[config.mk]
export PLATFORM = sky130hd
export DESIGN_NAME = dbg_mem_loader
export DESIGN_NICKNAME = d
export VERILOG_FILES = /design/src/rtl/dbg_mem_loader.sv
export SDC_FILE = /design/constraint.sdc
export NUM_CORES = 1
export LEC_CHECK = 0
export BUFFER_PORTS_ARGS = -buffer_cell sky130_fd_sc_hd__buf_2
export CAP_MARGIN = 5
export CELL_PAD_IN_SITES_DETAIL_PLACEMENT = 1
export CELL_PAD_IN_SITES_GLOBAL_PLACEMENT = 1
export CORE_UTILIZATION = 41
export CTS_BUF_LIST = sky130_fd_sc_hd__clkbuf_16
export DETAILED_ROUTE_END_ITERATION = 7
export PLACE_DENSITY_LB_ADDON = 0.1
export SETUP_SLACK_MARGIN = 0.2
export SLEW_MARGIN = 0
export SYNTH_ARGS = -nofsm -noshare
export SYNTH_HDL_FRONTEND = slang
export SYNTH_SLANG_ARGS = --single-unit
[constraint.sdc]
create_clock -name CPU_CLK -period 3 [get_ports CPU_CLK]
set_input_delay 0.3 -clock CPU_CLK [delete_from_list [all_inputs] [get_ports CPU_CLK]]
set_output_delay 0.3 -clock CPU_CLK [all_outputs]
set_load 0.05 [all_outputs]
[src/rtl/dbg_mem_loader.sv]
// Debug-side burst loader driving the RV32I debug instruction/data cache ports.
// Define DBG_MEM_LOADER_VERIFY_EN to add a readback-and-compare after every write strobe.
module dbg_mem_loader #(
    parameter int READ_LAT = 1,
    parameter int LEN_W    = 8
) (
    input  logic             CPU_CLK,
    input  logic             CPU_RST,
    input  logic             cmd_valid,
    output logic             cmd_ready,
    input  logic             cmd_write,
    input  logic             cmd_target,
    input  logic [31:0]      cmd_addr,
    input  logic [LEN_W-1:0] cmd_len,
    input  logic [3:0]       cmd_be,
    input  logic             wd_valid,
    output logic             wd_ready,
    input  logic [31:0]      wd_data,
    output logic             rsp_valid,
    input  logic             rsp_ready,
    output logic [31:0]      rsp_data,
    output logic             rsp_last,
    output logic             rsp_err,
    output logic             busy,
    output logic [31:0]      dbg_inst_a2,
    output logic [31:0]      dbg_inst_wd2,
    output logic [3:0]       dbg_inst_we2,
    input  logic [31:0]      dbg_inst_rd2,
    output logic [31:0]      dbg_data_a2,
    output logic [31:0]      dbg_data_wd2,
    output logic [3:0]       dbg_data_we2,
    input  logic [31:0]      dbg_data_rd2
);

    typedef enum logic [2:0] {
        IDLE         = 3'd0,
        WRITE        = 3'd1,
        WSTROBE_LAST = 3'd2,
        RD_ADDR      = 3'd3,
        RD_WAIT      = 3'd4,
        RSP          = 3'd5,
        WSTROBE_V    = 3'd6,
        V_WAIT       = 3'd7
    } state_t;

    localparam logic [2:0] WAIT_INIT = 3'(READ_LAT - 1);

    state_t           state_q;
    logic [31:0]      addr_q;
    logic [LEN_W-1:0] cnt_q;
    logic             tgt_q;
    logic [3:0]       be_q;
    logic [2:0]       wait_q;
    logic [31:0]      inst_a2_q, inst_wd2_q, data_a2_q, data_wd2_q;
    logic [3:0]       inst_we2_q, data_we2_q;
    logic             rsp_valid_q, rsp_last_q;
    logic [31:0]      rsp_data_q;

    logic [31:0]      addr_d;
    logic [31:0]      cmd_word_addr_s;
    logic             last_beat_s;
    logic             addr_lsb_unused;

    assign addr_d          = addr_q + 32'd4;
    assign cmd_word_addr_s = {cmd_addr[31:2], 2'b00};
    assign last_beat_s     = (cnt_q == {LEN_W{1'b0}});
    assign addr_lsb_unused = ^cmd_addr[1:0];

`ifdef DBG_MEM_LOADER_VERIFY_EN
    logic last_q, err_q, rsp_err_q;
    logic mism_s;

    function automatic logic [31:0] be_to_mask(input logic [3:0] be);
        logic [31:0] m;
        m = 32'h0;
        for (int b = 0; b < 4; b++) begin
            m[8*b +: 8] = {8{be[b]}};
        end
        return m;
    endfunction

    function automatic logic verify_mismatch(input logic [31:0] rd, input logic [31:0] wd,
                                             input logic [3:0] be);
        return (((rd ^ wd) & be_to_mask(be)) != 32'h0);
    endfunction

    assign mism_s  = tgt_q ? verify_mismatch(dbg_data_rd2, data_wd2_q, be_q)
                           : verify_mismatch(dbg_inst_rd2, inst_wd2_q, be_q);
    assign rsp_err = rsp_err_q;
`else
    assign rsp_err = 1'b0;
`endif

    assign cmd_ready    = (state_q == IDLE);
    assign busy         = (state_q != IDLE);
    assign wd_ready     = (state_q == WRITE);
    assign rsp_valid    = rsp_valid_q;
    assign rsp_data     = rsp_data_q;
    assign rsp_last     = rsp_last_q;
    assign dbg_inst_a2  = inst_a2_q;
    assign dbg_inst_wd2 = inst_wd2_q;
    assign dbg_inst_we2 = inst_we2_q;
    assign dbg_data_a2  = data_a2_q;
    assign dbg_data_wd2 = data_wd2_q;
    assign dbg_data_we2 = data_we2_q;

    // Burst FSM; write strobes last exactly one cycle since we2 defaults back to 0 every clock.
    always_ff @(posedge CPU_CLK or negedge CPU_RST) begin
        if (!CPU_RST) begin
            state_q     <= IDLE;
            addr_q      <= 32'h0;
            cnt_q       <= {LEN_W{1'b0}};
            tgt_q       <= 1'b0;
            be_q        <= 4'h0;
            wait_q      <= 3'd0;
            inst_a2_q   <= 32'h0;
            inst_wd2_q  <= 32'h0;
            inst_we2_q  <= 4'h0;
            data_a2_q   <= 32'h0;
            data_wd2_q  <= 32'h0;
            data_we2_q  <= 4'h0;
            rsp_valid_q <= 1'b0;
            rsp_data_q  <= 32'h0;
            rsp_last_q  <= 1'b0;
`ifdef DBG_MEM_LOADER_VERIFY_EN
            last_q      <= 1'b0;
            err_q       <= 1'b0;
            rsp_err_q   <= 1'b0;
`endif
        end else begin
            inst_we2_q <= 4'h0;
            data_we2_q <= 4'h0;
            case (state_q)
                IDLE: begin
`ifdef DBG_MEM_LOADER_VERIFY_EN
                    err_q <= 1'b0;
`endif
                    if (cmd_valid) begin
                        addr_q <= cmd_word_addr_s;
                        cnt_q  <= cmd_len;
                        tgt_q  <= cmd_target;
                        be_q   <= cmd_target ? cmd_be : 4'hF;
                        // Unselected target is parked at zero for the whole burst.
                        if (cmd_target) begin
                            inst_a2_q  <= 32'h0;
                            inst_wd2_q <= 32'h0;
                            data_a2_q  <= cmd_word_addr_s;
                        end else begin
                            data_a2_q  <= 32'h0;
                            data_wd2_q <= 32'h0;
                            inst_a2_q  <= cmd_word_addr_s;
                        end
                        state_q <= cmd_write ? WRITE : RD_ADDR;
                    end
                end
                WRITE: begin
                    if (wd_valid) begin
                        if (tgt_q) begin
                            data_a2_q  <= addr_q;
                            data_wd2_q <= wd_data;
                            data_we2_q <= be_q;
                        end else begin
                            inst_a2_q  <= addr_q;
                            inst_wd2_q <= wd_data;
                            inst_we2_q <= be_q;
                        end
                        addr_q <= addr_d;
                        cnt_q  <= cnt_q - LEN_W'(1);
`ifdef DBG_MEM_LOADER_VERIFY_EN
                        last_q  <= last_beat_s;
                        state_q <= WSTROBE_V;
`else
                        state_q <= last_beat_s ? WSTROBE_LAST : WRITE;
`endif
                    end
                end
                WSTROBE_LAST: begin
                    rsp_valid_q <= 1'b1;
                    rsp_data_q  <= 32'h0;
                    rsp_last_q  <= 1'b1;
                    state_q     <= RSP;
                end
`ifdef DBG_MEM_LOADER_VERIFY_EN
                WSTROBE_V: begin
                    wait_q  <= WAIT_INIT;
                    state_q <= V_WAIT;
                end
                V_WAIT: begin
                    if (wait_q == 3'd0) begin
                        if (last_q) begin
                            rsp_valid_q <= 1'b1;
                            rsp_data_q  <= 32'h0;
                            rsp_last_q  <= 1'b1;
                            rsp_err_q   <= err_q | mism_s;
                            state_q     <= RSP;
                        end else begin
                            err_q   <= err_q | mism_s;
                            state_q <= WRITE;
                        end
                    end else begin
                        wait_q <= wait_q - 3'd1;
                    end
                end
`endif
                RD_ADDR: begin
                    wait_q  <= WAIT_INIT;
                    state_q <= RD_WAIT;
                end
                RD_WAIT: begin
                    if (wait_q == 3'd0) begin
                        rsp_valid_q <= 1'b1;
                        rsp_data_q  <= tgt_q ? dbg_data_rd2 : dbg_inst_rd2;
                        rsp_last_q  <= last_beat_s;
                        state_q     <= RSP;
                    end else begin
                        wait_q <= wait_q - 3'd1;
                    end
                end
                RSP: begin
                    if (rsp_ready) begin
                        rsp_valid_q <= 1'b0;
                        rsp_data_q  <= 32'h0;
                        rsp_last_q  <= 1'b0;
`ifdef DBG_MEM_LOADER_VERIFY_EN
                        rsp_err_q   <= 1'b0;
`endif
                        if (rsp_last_q) begin
                            state_q <= IDLE;
                        end else begin
                            addr_q <= addr_d;
                            cnt_q  <= cnt_q - LEN_W'(1);
                            if (tgt_q) begin
                                data_a2_q <= addr_d;
                            end else begin
                                inst_a2_q <= addr_d;
                            end
                            state_q <= RD_ADDR;
                        end
                    end
                end
                default: state_q <= IDLE;
            endcase
        end
    end

endmodule

==> summary.txt, run 1 <==
Power and ir drop
  – Power density over the cells: 1380 nW/um2
  – Max VDD drop: 0.000780 V
  – LEAKAGE: 6.32 nW
  – Tot Pwr: 0.0185 W
  – P_sw: 0.00988 W
  – Sequential share of power: 27.9%
  – Internal: 0.00866 W
  – Combinational Power Share: 56.3%
  – Clk network pwr share: 15.8%
  – Switching Fraction: 53.3%

Finish
  – Area grow syn2layout: 27.0%
  – Fillcell total: 3074
  – Layout cells sized above 1: 27.4%
  – Flip-flop and latch area: 5430 um2
  – Multi-input gate area: 4760 um2
  – Fin nets: 1643
  – Final Util: 53.3%

Die
  – Die Span Y: 163 um
  – CORE AREA: 25300 um2
  – Die area: 26500 um2
  – Die Wd: 163 um
  – Ports: 321
  – Starting density of the core: 42.0%
  – Row cnt: 58

Timing
  – Relative slew slack: 46.0%
  – Count of final hold-check violations: 0
  – Fin worst setup slack: 0.437 ns
  – RSZ-0062 raised after global routing: no
  – Fmax: 0.390 GHz
  – Post-layout minimum cycle time: 2.56 ns
  – Setup TNS: 0 ns
  – Final setup violation count: 0
  – Slew @ Worst Pin: 0.808 ns
  – Slew Viols, Final: 0
  – Hold_ws: 0.0135 ns
  – Setup Skew: 0.0150 ns
  – Final period utilization: 85.4%

Routing
  – Number of remaining DRC errors: 0
  – Final ANT Viol Nets: 0
  – WL/cell: 19.4 um
  – Starting DRT DRC Count: 660
  – DR vias: 10200
  – Drt pass-1 iters: 5
  – Drt total wl: 35700 um
  – Vias per Instance: 5.54

Setup path
  – Crit Path Category: reg -> reg
  – Crit path cell chain: and4_1 -> nand4_1 -> o21a_1 -> o21ai_0 -> a31oi_1
  – Reg2reg start: state_q[2]
  – R2R setup slack: 0.44 ns
  – Worst R2R End: dbg_data_a2[19]
  – Reg2Reg Depth: 5
  – CP max-delay cell: dfrtp_1
  – Startpoint types: register
  – Critical Path RT: 3.38 ns
  – Worst-path fanout max: 14
  – Worst EP arrival: 2.94 ns
  – Max stage delay on crit path: 0.65 ns
  – Critical path endpoint category: register

Yosys
  – Combinational family with the most area after synthesis: compound AO/OA/AOI/OAI gates
  – Ys Warns: 0
  – Post-synth top flop: dfrtp_1
  – Simple-gate share of the synthesized area: 19.5%
  – Async SR Flop Fraction: 100%
  – Cell area after synthesis: 10600 um2
  – Post-synth EDFFs: 0
  – Synth Instances: 1200
  – Synth Net Count: 1352
  – Post-synthesis xor/xnor area fraction: 0.825%
  – Avg Cell Area, Syn: 8.84 um2
  – Post-synthesis adder-cell area fraction: 0.590%
  – Post-synthesis compound-gate area fraction: 19.7%
  – Mux cell area share after synthesis: 3.69%
  – Sequential share of the synthesized area: 51.2%
  – Number of distinct library cells after synthesis: 58
  – Register bit total from synthesis: 217

Placement
  – DP HPWL: 25900 um
  – Port buffer count: 317
  – Dpl ws: 0.534 ns
  – GP Congestion: 0.829

Global routing
  – Initial antenna violation count: 4
  – First-pass GRT wire length: 56500 um
  – Grt total ovfl: 0
  – Number of global-route vias before repair: 10200
  – All-layer global routing usage: 26.9%
  – Largest net degree at the start of global routing: 77

Min path
  – Hold worst-path end: cnt_q[0]
  – Hold/Removal Path Class: in -> reg
  – WHS Path Cells: 3
  – HP Start: cmd_len[0]

Clock network
  – Clock sinks: 217
  – H-tree depth: 1
  – CTS tree: done
  – CTS buffer count: 25
  – Clock Latency Late Sink: 0.54 ns
  – CTS Root Cell: clkbuf_16
  – Clk slew on worst S/H paths: 0.06 ns
  – Post-CTS Setup Bufs: 0
  – Max Buffers Root-to-Sink: 3

Job
  – Max Cap Viol: 0

Run status
  – Status: completed
[how the worst max path moves through the flow]
stage | from | to | slack, ns | cells after the start
after CTS | state_q[2] | dbg_data_a2[19] | 0.51 | 5
final | state_q[2] | dbg_data_a2[19] | 0.44 | 5
after floorplan | state_q[1] | busy | 0.72 | 4
after global placement | state_q[2] | dbg_inst_a2[29] | 0.61 | 5
after detailed placement | addr_q[4] | dbg_data_a2[19] | 0.53 | 5
after global routing | addr_q[4] | dbg_data_a2[19] | 0.36 | 5
[area by class of cell]
type                    instances  area share, %
diodes                          3         0.0557
clock inverters                20           1.14
inverters                      14          0.390
repair buffers                366           15.0
clock buffers                  25           4.64
multi-input cells             867           35.4
flip-flops and latches        217           40.3
well taps                     330           3.07
[power by group through the flow]
stage / Combinational, W / Sequential [W] / Clock [W]
2_1_floorplan: 0.00468 / 0.00791 / 0
6_report: 0.0104 / 0.00517 / 0.00293
3_5_place_dp: 0.0104 / 0.00521 / 0
3_3_place_gp: 0.0102 / 0.00514 / 0
4_1_cts: 0.0105 / 0.00517 / 0.00300
5_1_grt: 0.0113 / 0.00535 / 0.00309
[synth_stat cells, drive strengths merged, types with 6 or more instances]
master  instances  area share (%)
nand2         239             8.5
dfrtp         217              51
o21ai         112             5.3
nor2          110             3.9
a21oi          73             3.4
clkbuf         70             2.5
a31oi          57             3.4
mux2i          38             3.6
o31ai          38             2.7
buf            32             1.5
nand3          21             1.1
nor4           19             1.1
nand4          18             1.1
and2           14            0.83
inv            14            0.50
nor3           14            0.66
o22ai          12            0.71
o31a            8            0.66
and3            7            0.42
or3             7            0.41
and4            6            0.50
[kinds of logic (layout without fill, tap and decap cells)]
logic type	Yosys count	after routing
AND/OR/NAND/NOR	470	470
AO/OA/AOI/OAI	342	342
flip-flops	217	217
buffers and inverters	116	425
multiplexers	39	39
XOR/XNOR	10	10
adder cells (fa/ha/maj)	5	5
other	1	4
[through the flow]
step	instance area (um2)	cells
global route	13500	1842
finish	13500	1842
CTS	13500	1839
detailed placement	12600	1790
global placement	12600	1790
floorplan	10600	1200
[sequential cells by signal, summed over array words and instances, names as in the netlist, 3 cells and up]
| register | flops |
|---|---|
| be_q | 4 |
| addr_q | 30 |
| dbg_inst_we2 | 4 |
| wait_q | 3 |
| dbg_data_we2 | 4 |
| dbg_inst_wd2 | 32 |
| rsp_data | 32 |
| dbg_data_wd2 | 32 |
| cnt_q | 8 |
| dbg_inst_a2 | 31 |
| state_q | 3 |
| dbg_data_a2 | 31 |
[layer usage]
metal | vias to the layer above | part of all wire [%] | wire (um) | track usage [%]
met5 | - | 0.048 | 17 | 0
met4 | 2 | 2.4 | 843 | 8.20
met3 | 61 | 6.9 | 2460 | 3.97
met2 | 373 | 46 | 16300 | 42.3
met1 | 4917 | 45 | 16100 | 38.3
li1 | 4845 | - | - | -
[placed cells by master (no fill, tap or decap), drive strengths merged, types with 4 or more instances in the layout]
cell and n:
a31oi 57, o31a 8, nor3 14, clkinv 13
nor4 19, nand3 21, nand2b 4, o31ai 38
xnor2 5, dfrtp 217, a21oi 73, ha 5
buf 362, and4 6, and2 14, nand2 239
nand4 18, or3 7, and3 7, mux2i 38
o21a 4, o22a 5, o211ai 4, inv 18
clkbuf 25, o32a 4, xor2 5, o22ai 12
nor2 110, dlygate4sd3 4, o21ai 112
[repair_timing]
action	in CTS	in global routing
endpoints found under the setup margin	0	0
hold buffers	4	0
resized for setup	0	0
hold endpoints to repair	73	0
[worst max-delay path: cells and delay by family (launching register included)]
| family | cells | cell delay, ns |
|---|---|---|
| flip-flops | 1 | 0.65 |
| AND/OR/NAND/NOR | 2 | 0.79 |
| AO/OA/AOI/OAI | 3 | 0.96 |
Note: power is estimated with default switching activity, not from simulation.
==> inputs of run 2 (changes only) <==
--- a/config.mk
+++ b/config.mk
@@ -5,6 +5,7 @@
 export SDC_FILE = /design/constraint.sdc
 export NUM_CORES = 1
 export LEC_CHECK = 0
+export ABC_AREA = 1
 export BUFFER_PORTS_ARGS = -buffer_cell sky130_fd_sc_hd__buf_2
 export CAP_MARGIN = 5
 export CELL_PAD_IN_SITES_DETAIL_PLACEMENT = 1
==> run 2 against run 1 <==
  * Count of clock-buffer cells in the layout is the same
  * Sequential share of layout area down 2.1 points
  * Register-to-register slack better by 0.11 ns
==> summary.txt, run 2 <==
Global routing
  – All-layer global routing usage: 27.0% (was 26.9%)
  – Routing usage on met1: 34.3% (was 38.3%)
  – Largest net degree at the start of global routing: 92 (was 77)
  – Initial antenna violation count: 6 (was 4)
  – Grt total ovfl: 0 (unchanged)
  – First-pass GRT wire length: 61700 um (was 56500 um)
  – Busiest grt layer: met2 (unchanged)
  – Number of global-route vias before repair: 11800 (was 10200)
  – Met3 Usage GRT: 5.36% (was 3.97%)
  – Grt met2 use: 46.7% (was 42.3%)

Yosys
  – Synth Net Count: 1684 (was 1352)
  – Top cells by area, synth: dfrtp_1 47%, nand2_1 15%, nor2_1 6.2%, inv_1 5.4%, o21ai_0 4.2% (was dfrtp_1 51%, nand2_1 8.5%, o21ai_0 5.2%, nor2_1 3.8%, mux2i_1 3.6%)
  – Post-synth EDFFs: 0 (unchanged)
  – Ys Warns: 0 (unchanged)
  – Sequential share of the synthesized area: 47.4% (was 51.2%)
  – Number of distinct library cells after synthesis: 37 (was 58)
  – Post-synth top cells: 443 x nand2_1, 217 x dfrtp_1, 190 x nor2_1, 164 x inv_1, 97 x o21ai_0 (was 239 x nand2_1, 217 x dfrtp_1, 111 x o21ai_0, 108 x nor2_1, 73 x a21oi_1)
  – Register bit total from synthesis: 217 (unchanged)
  – Synth Instances: 1532 (was 1200)
  – Cell area after synthesis: 11500 um2 (was 10600 um2)
  – Count leader, synth: nand2_1 (unchanged)
  – Cell taking the most area after synthesis: dfrtp_1 (unchanged)
  – Async SR Flop Fraction: 100% (unchanged)
  – Post-synth top flop: dfrtp_1 (unchanged)
  – Avg Cell Area, Syn: 7.48 um2 (was 8.84 um2)
  – Top cell type's share of synthesized area: 47.4% (was 51.2%)

Die
  – Die Span Y: 169 um (was 163 um)
  – Die area: 28600 um2 (was 26500 um2)
  – Row cnt: 60 (was 58)
  – CORE AREA: 27200 um2 (was 25300 um2)
  – Starting density of the core: 42.2% (was 42.0%)
  – Die Wd: 169 um (was 163 um)
  – Ports: 321 (unchanged)

Clock network
  – Clock sinks: 217 (unchanged)
  – CTS buffer count: 25 (unchanged)
  – CTS tree: done (unchanged)
  – Post-CTS Setup Bufs: 0 (unchanged)
  – CTS Root Cell: clkbuf_16 (unchanged)
  – PostCTS Resize Cnt: 0 (unchanged)
  – H-tree depth: 1 (unchanged)
  – Max Buffers Root-to-Sink: 3 (unchanged)
  – Clock Latency Late Sink: 0.53 ns (was 0.54 ns)
  – Clk slew on worst S/H paths: 0.06 ns (about the same)

Routing
  – Final ANT Viol Nets: 0 (unchanged)
  – Vias per Instance: 5.10 (was 5.54)
  – DR vias: 11300 (was 10200)
  – Drt pass-1 iters: 5 (unchanged)
  – Starting DRT DRC Count: 636 (was 660)
  – Number of remaining DRC errors: 0 (unchanged)
  – Drt total wl: 38200 um (was 35700 um)
  – WL/cell: 17.2 um (was 19.4 um)

Timing
  – Setup TNS: 0 ns (unchanged)
  – Post-layout minimum cycle time: 2.45 ns (was 2.56 ns)
  – Setup Skew: 0.0163 ns (was 0.0150 ns)
  – Final setup violation count: 0 (unchanged)
  – Relative slew slack: 43.4% (was 46.0%)
  – Fmax: 0.408 GHz (was 0.390 GHz)
  – RSZ-0062 raised after global routing: no (unchanged)
  – Hold_ws: 0.0339 ns (was 0.0135 ns)
  – Count of final hold-check violations: 0 (unchanged)
  – Slew @ Worst Pin: 0.847 ns (was 0.808 ns)
  – Slew Viols, Final: 0 (unchanged)
  – Final period utilization: 81.6% (was 85.4%)

Job
  – Max Cap Viol: 0 (unchanged)

Setup path
  – R2R setup slack: 0.55 ns (was 0.44 ns)
  – Worst Path Buf+Inv: 3 (was 0)
  – Worst EP arrival: 2.86 ns (was 2.94 ns)
  – Startpoint types: register (unchanged)
  – Worst-path fanout max: 68 (was 14)
  – CP delay by family, top: buffers and inverters (was compound AO/OA/AOI/OAI gates)
  – Critical Path RT: 3.42 ns (was 3.38 ns)
  – Crit Path Category: reg -> reg (unchanged)
  – Critical path endpoint category: register (unchanged)
  – Max stage delay on crit path: 0.54 ns (was 0.65 ns)
  – Crit path cell chain: inv_2 -> nor2_4 -> buf_4 -> nand2_1 -> o211ai_1 -> buf_4 -> nand2_1 -> o31ai_1 (was and4_1 -> nand4_1 -> o21a_1 -> o21ai_0 -> a31oi_1)
  – CP max-delay cell: buf_4 (was dfrtp_1)

Power and ir drop
  – Power density over the cells: 1430 nW/um2 (was 1380 nW/um2)
  – Max VDD drop: 0.000753 V (was 0.000780 V)
  – LEAKAGE: 7.62 nW (was 6.32 nW)

Placement
  – GP Congestion: 0.844 (was 0.829)
  – DP HPWL: 27000 um (was 25900 um)
  – Port buffer count: 317 (unchanged)

Finish
  – Most frequent cells in the layout: 443 x nand2_1, 316 x buf_2, 216 x dfrtp_1 (was 316 x buf_2, 238 x nand2_1, 216 x dfrtp_1)
  – Fin nets: 1981 (was 1643)
  – Layout cells sized above 1: 23.4% (was 27.4%)
  – Most common cell after layout, fill and taps aside: nand2_1 (was buf_2)
  – Final Util: 52.3% (was 53.3%)
  – Area grow syn2layout: 24.0% (was 27.0%)

Min path
  – Hold/Removal Path Class: in -> reg (unchanged)

Run status
  – Status: completed (unchanged)
[run 2: changes by cell type in the layout (fill, tap and decap cells not counted), moves of 38 or more]
cell	previous run	this run
inv_1	17	170
nor2_1	106	188
nand2_1	238	443
nand3_1	20	62
a31oi_1	56	18
[run 2: area by class of cell]
class	count	area (um2)
diodes	4	10.0
clock buffers	25	626
clock inverters	20	146
fillers	3517	13000
inverters	173	649
multi-input cells	1063	5010
flip-flops and latches	217	5430
well taps	372	465
repair buffers	349	1860
[run 2: per-stage QoR]
stage / power (W) / setup slack (ns) / area (um2) / cells
2_1_floorplan: 0.0141 / 0.746 / 11500 / 1532
4_1_cts: 0.0204 / 0.558 / 14200 / 2219
6_report: 0.0203 / 0.552 / 14200 / 2223
3_5_place_dp: 0.0174 / 0.591 / 13400 / 2168
3_3_place_gp: 0.0170 / 0.622 / 13400 / 2168
5_1_grt: 0.0218 / 0.327 / 14200 / 2223
[run 2: logic make-up (layout without fill, tap and decap cells)]
group	after synthesis	in the layout	synth area share (%)
mux	32	32	2.79
simple gates	795	795	28.7
buf+inv	252	567	8.91
xor+xnor	8	8	0.611
other cells	1	5	0.0327
flops	217	217	47.4
compound gates	222	222	11.0
fa+ha+maj	5	5	0.546
[run 2: worst paths after layout]
path | cells past startpoint | from | to
setup / recovery | 8 | state_q[2] | rsp_data[28]
hold / removal | 3 | cmd_len[2] | cnt_q[2]
setup reg to reg | 8 | state_q[2] | rsp_data[28]
hold reg to reg | 2 | dbg_inst_wd2[14] | dbg_inst_wd2[14]
max in group asynchronous | 3 | CPU_RST | cnt_q[7]
min in group asynchronous | 2 | CPU_RST | dbg_inst_a2[30]
[run 2: repair_timing]
item / 4_1_cts / 5_1_grt
hold buffers: 6 / 0
endpoints found under the hold margin: 92 / 0
endpoints found under the setup margin: 0 / 0
[run 2: worst reg2reg max path, cell delays in order (launching register included)]
cell	delay, ns
dfrtp_1	0.49
inv_2	0.16
nor2_4	0.14
buf_4	0.38
nand2_1	0.21
o211ai_1	0.14
buf_4	0.54
nand2_1	0.19
o31ai_1	0.11
[run 2: power breakdown]
| group | total, W | switching, W | internal, W | leakage [nW] |
|---|---|---|---|---|
| clock network | 0.00294 | 0.00126 | 0.00168 | 0.401 |
| registers | 0.00502 | 0.000811 | 0.00421 | 2.71 |
| logic | 0.0123 | 0.00913 | 0.00319 | 4.51 |
[run 2: metal layers]
metal  part of all wire (%)  routed length [um]  up-vias
met5                  0.034                  13        -
met3                    6.2                2380       56
met4                    2.5                 952        2
met1                     44               16900     5523
met2                     47               18000      308
li1                       -                   -     5457
